===== config.mk =====
export PLATFORM = sky130hd
export DESIGN_NAME = reset_sequencer
export DESIGN_NICKNAME = d
export VERILOG_FILES = /design/src/rtl/reset_seq_pkg.sv /design/src/rtl/sync_2ff.sv /design/src/rtl/reset_sequencer.sv
export SDC_FILE = /design/constraint.sdc
export NUM_CORES = 1
export LEC_CHECK = 0
export ABC_AREA = 1
export BUFFER_PORTS_ARGS = -buffer_cell sky130_fd_sc_hd__buf_2
export CORE_ASPECT_RATIO = 1.2
export CORE_MARGIN = 2
export CORE_UTILIZATION = 54
export DETAILED_ROUTE_END_ITERATION = 8
export PLACE_DENSITY = 0.79
export SLEW_MARGIN = 30
export SYNTH_ARGS = -nofsm -noshare
export SYNTH_HDL_FRONTEND = slang
export SYNTH_SLANG_ARGS = --single-unit
export TNS_END_PERCENT = 20

===== constraint.sdc =====
create_clock -name clk -period 1.54 [get_ports clk]
set_input_delay 0.308 -clock clk [delete_from_list [all_inputs] [get_ports clk]]
set_output_delay 0.308 -clock clk [all_outputs]
set_load 0.05 [all_outputs]

===== src/rtl/reset_seq_pkg.sv =====
// rtl/reset_seq_pkg.sv - shared types and helpers for the reset sequencer
package reset_seq_pkg;

  typedef enum logic [2:0] {
    ST_IDLE    = 3'd0,
    ST_STABLE  = 3'd1,
    ST_RELEASE = 3'd2,
    ST_READY   = 3'd3,
    ST_ERROR   = 3'd4
  } seq_state_t;

  localparam int LOCK_CNT_W = 8;

  function automatic int stage_idx_w(input int n_stages);
    return (n_stages <= 1) ? 1 : $clog2(n_stages);
  endfunction

endpackage


===== src/rtl/sync_2ff.sv =====
// rtl/sync_2ff.sv - two-flop synchroniser with asynchronous active-low reset
module sync_2ff #(
  parameter int WIDTH = 1
) (
  input  logic             clk,
  input  logic             rst_n,
  input  logic [WIDTH-1:0] d,
  output logic [WIDTH-1:0] q
);

  logic [WIDTH-1:0] meta;

  always_ff @(posedge clk or negedge rst_n) begin
    if (!rst_n) begin
      meta <= '0;
      q    <= '0;
    end else begin
      meta <= d;
      q    <= meta;
    end
  end

endmodule


===== src/rtl/reset_sequencer.sv =====
// rtl/reset_sequencer.sv - lock-qualified, handshake-ordered release of per-stage resets
module reset_sequencer
  import reset_seq_pkg::*;
#(
  parameter int N_STAGES      = 3,
  parameter int STABLE_CYCLES = 1024,
  parameter int STAGE_TIMEOUT = 65535,
  parameter int CNT_W         = 16
) (
  input  logic                  clk,
  input  logic                  resetn,
  input  logic                  locked_async,
  input  logic                  sw_reset_req,
  input  logic [N_STAGES-1:0]   stage_done,
  output logic [N_STAGES-1:0]   stage_rst_n,
  output logic                  all_ready,
  output logic                  timeout_err,
  output logic [2:0]            err_stage,
  output logic [LOCK_CNT_W-1:0] lock_loss_cnt,
  output logic [2:0]            seq_state
);

  localparam int                IDX_W        = stage_idx_w(N_STAGES);
  localparam logic [CNT_W-1:0]  STABLE_LAST  = CNT_W'(STABLE_CYCLES - 1);
  localparam logic [CNT_W-1:0]  TIMEOUT_LAST = CNT_W'(STAGE_TIMEOUT - 1);
  localparam logic [IDX_W-1:0]  LAST_STAGE   = IDX_W'(N_STAGES - 1);

  seq_state_t       state;
  logic [CNT_W-1:0] cnt;
  logic [IDX_W-1:0] stage_idx;
  logic             settle;
  logic             locked_s;
  logic             abort_lock;
  logic             abort_sw;

  sync_2ff #(.WIDTH(1)) u_lock_sync (
    .clk   (clk),
    .rst_n (resetn),
    .d     (locked_async),
    .q     (locked_s)
  );

  // Once past STABLE, locked_s can only read low here on a falling edge.
  assign abort_lock = ((state == ST_RELEASE) || (state == ST_READY) || (state == ST_ERROR))
                      && !locked_s;
  assign abort_sw   = sw_reset_req && (state != ST_IDLE);
  assign seq_state  = state;

  always_ff @(posedge clk or negedge resetn) begin
    if (!resetn) begin
      state         <= ST_IDLE;
      cnt           <= '0;
      stage_idx     <= '0;
      settle        <= 1'b0;
      stage_rst_n   <= '0;
      all_ready     <= 1'b0;
      timeout_err   <= 1'b0;
      err_stage     <= '0;
      lock_loss_cnt <= '0;
    end else if (abort_lock || abort_sw) begin
      state       <= ST_IDLE;
      cnt         <= '0;
      stage_idx   <= '0;
      settle      <= 1'b0;
      stage_rst_n <= '0;
      all_ready   <= 1'b0;
      if (abort_lock && (lock_loss_cnt != '1)) begin
        lock_loss_cnt <= lock_loss_cnt + 1'b1;
      end
      if (sw_reset_req) begin
        timeout_err <= 1'b0;
        err_stage   <= '0;
      end
    end else begin
      if (sw_reset_req) begin
        timeout_err <= 1'b0;
        err_stage   <= '0;
      end
      case (state)
        ST_IDLE: begin
          stage_rst_n <= '0;
          all_ready   <= 1'b0;
          cnt         <= '0;
          stage_idx   <= '0;
          if (locked_s) begin
            state <= ST_STABLE;
          end
        end
        ST_STABLE: begin
          if (!locked_s) begin
            state <= ST_IDLE;
            cnt   <= '0;
          end else if (cnt == STABLE_LAST) begin
            state       <= ST_RELEASE;
            cnt         <= '0;
            stage_idx   <= '0;
            settle      <= 1'b1;
            stage_rst_n <= N_STAGES'(1);
          end else begin
            cnt <= cnt + 1'b1;
          end
        end
        ST_RELEASE: begin
          // settle masks stage_done during the cycle the stage comes out of reset.
          if (!settle && stage_done[stage_idx]) begin
            cnt <= '0;
            if (stage_idx == LAST_STAGE) begin
              state     <= ST_READY;
              all_ready <= 1'b1;
            end else begin
              stage_idx   <= stage_idx + 1'b1;
              stage_rst_n <= stage_rst_n | (N_STAGES'(1) << (stage_idx + 1'b1));
              settle      <= 1'b1;
            end
          end else if (cnt == TIMEOUT_LAST) begin
            state       <= ST_ERROR;
            stage_rst_n <= '0;
            all_ready   <= 1'b0;
            timeout_err <= 1'b1;
            err_stage   <= 3'(stage_idx);
          end else begin
            cnt    <= cnt + 1'b1;
            settle <= 1'b0;
          end
        end
        ST_READY: begin
          all_ready <= 1'b1;
        end
        ST_ERROR: begin
          stage_rst_n <= '0;
          all_ready   <= 1'b0;
        end
        default: begin
          state <= ST_IDLE;
        end
      endcase
    end
  end

endmodule

==> metrics <==
status=finished, violations left; violated checks=negative setup slack; Worst path max stage delay=between 0.4 and 0.5 ns; first-pass GRT wire length=about 16000 um; synth warn=0; H-tree lvl count=2; final hold violations=0; Slew @ Worst Pin=around 0.32 ns; top post-synthesis cells by area=dfrtp_1, nand2_1, nand3_1; Hold WS=~0.11 ns; vias=around 3.5k; Rel. slew slack=between 70% and 80%; register area share after synthesis=around 34%; #FFs+latches synth=40; Syn-to-layout area delta=43.8%; initial DRC count=about 360; synth unique cells=27; maxcap violations=0; Most used DFF post-synth=dfrtp_1; CTS tree=yes; final worst setup slack=-0.292 ns; Synth Area per Inst=roughly 6.8 um2; post-route ant nets=0; clock buffer depth=2; share of the synthesized area in the top cell type=between 30 and 40%; First-pass DRT Iterations=5; Die Footprint=slightly above 0.006 mm2; layout cell share with drive strength beyond 1=about two fifths; mapped cell area=0.00295 mm2; # DRC=0; largest net degree at the start of global routing=19; nets=approximately 560; via/cell ratio=approximately 5.8; fmax=approximately 0.55 GHz; crit path time final=approximately 1.8 ns; final setup violation count=31; Worst Hold Class=input port to register; Reg clk slew, reported paths=roughly 0.08 ns; hpwl dp=slightly above 6000 um; Post-Syn Instances=around 440; area of the multi-input gates=approximately 0.0019 mm2; height of the die=approximately 85 um; clk_skew=0.00477 ns; Initial Utilization=between 50% and 60%; crit-path most repeated cell=nor2_2; ys async rst share=100%; placed inst area=between 0.003 and 0.004 mm2; gpl congestion=0.967; Post-Place Worst Slack=-0.279 ns; initial antenna violation count=0; unrepaired setup endpoints after global routing=true; Die X=approximately 72 um; top cells by count, synth=nand2_1, inv_1, nor2_1; # diodes=0; cell area power density=about 1500 mW/mm2; fin area=around 0.0042 mm2; vias in the first global route=approximately 3.4k; gr ovfl total=0; Arr. time, crit path=just over 2 ns; Num CTS Buffers=5; Fillers=294; clk sinks=40; Crit-path slowest cell=dfrtp_2; Crit Path Max Fanout=5; Sequential Area=0.00101 mm2; area leader, netlist=dfrtp_1; GRT Total Usage=approximately a third; drt total wl=10500 um; Max Slew Vio Count=0; required time of the critical path=~1.7 ns; CP bufs+invs=2; Worst setup SP type=register; IO Count=26; Core Region=roughly 0.0053 mm2; Worst Path Class, Setup=register to register; I/O Buffers=25; Crit path max-delay family=simple AND/OR/NAND/NOR gates; fin crit share=119%; Critical Path Sink Type=register; cell with the most instances after synthesis=nand2_1; clk_lat worst skew=around 0.31 ns; Wirelength per Cell=roughly 17 um; root buffer cell=clkbuf_8; VDD IR-drop max=approximately 1.3 mV; leakage power=~0.0023 uW; # rows=29; CP cell instances=nor2_2 -> nand2_2 -> nand3_4 -> buf_6 -> o21ai_1 -> nor2_2 -> nor2_2 -> buf_4 -> nand3_2 -> nand2_1; Syn Nets=449; Post-synth EDFFs=0
-- area by class of cell --
cell class / instances / share of cell area (%)
Inverter: 57 / 5.16
Sequential cell: 40 / 23.9
Timing Repair Buffer: 110 / 20.3
Multi-Input combinational cell: 329 / 45.1
Tap cell: 62 / 1.83
Clock inverter: 3 / 2.12
Clock buffer: 5 / 1.62
-- state kept, by name (all words and copies together), names as in the netlist, 2 cells and up --
| name | cells |
|---|---|
| seq_state | 3 |
| stage_rst_n | 3 |
| lock_loss_cnt | 8 |
| cnt | 16 |
| err_stage | 3 |
| stage_idx | 2 |
-- power by group --
group / switching (uW) / total (uW) / internal (uW) / leakage, uW
combinational: 2350 / 3780 / 1440 / 0.00164
sequential: 164 / 1370 / 1200 / 0.000528
clock: 414 / 1220 / 811 / 0.0000784
-- through the flow --
step	util, %	total power (uW)	TNS [ns]	instances
final	80.2	6380	-6.12	606
after global routing	80.2	6600	-8.18	606
after CTS	78.2	6010	-3.00	604
after detailed placement	69.5	4210	-4.52	582
after global placement	69.5	4120	-2.70	582
after floorplan	-	3200	-1.20	435
-- timing repair --
action                                 CTS  global route
hold buffers                             1             0
pin swaps                               29            13
resized for setup                       48            27
endpoints found under the hold margin    9             0
buffers inserted                        12             2
cloned                                   1             0
setup endpoints to repair               30            39
-- worst paths after layout --
kind                                             from                           end  slack, ns  depth (start not counted)
min reg2reg                u_lock_sync.meta$_DFF_PN0_       u_lock_sync.q$_DFF_PN0_       0.35                          0
min                                      locked_async    u_lock_sync.meta$_DFF_PN0_       0.11                          1
max reg2reg                  stage_idx[0]$_DFFE_PN0P_    stage_rst_n[0]$_DFFE_PN0P_      -0.29                         10
min in group asynchronous                      resetn  lock_loss_cnt[4]$_DFFE_PN0P_       0.43                          2
max                          stage_idx[0]$_DFFE_PN0P_    stage_rst_n[0]$_DFFE_PN0P_      -0.29                         10
max in group asynchronous                      resetn      stage_idx[0]$_DFFE_PN0P_       0.62                          3
-- layout by cell type, fill, tap and decap left out, types with 17 or more instances in the layout --
cell,instances
nor2_1,42
nand2_2,17
dfrtp_1,30
nand3_2,21
nand2_1,124
inv_1,46
nand4_1,22
buf_4,70
nand3_1,33
buf_2,25
-- per-layer routing --
metal	GRT usage [%]	share of wire (%)	vias to the layer above	wire length (um)
met1	40.6	38	1633	4000
met2	57.4	49	222	5120
met4	16.0	6.3	0	666
met3	4.75	7.2	78	758
met5	0	0	-	0
li1	-	-	1602	-
-- kinds of logic after synthesis --
kind of cell	Yosys count	share of synthesized area, %
and+or+nand+nor	293	47.4
DFF	40	33.9
adders and majority gates	7	2.96
buffers and inverters	66	9.40
xor gates and xnor gates	9	2.67
AOI/OAI and AO/OA	20	3.68
(Power assumes the default switching activity.)
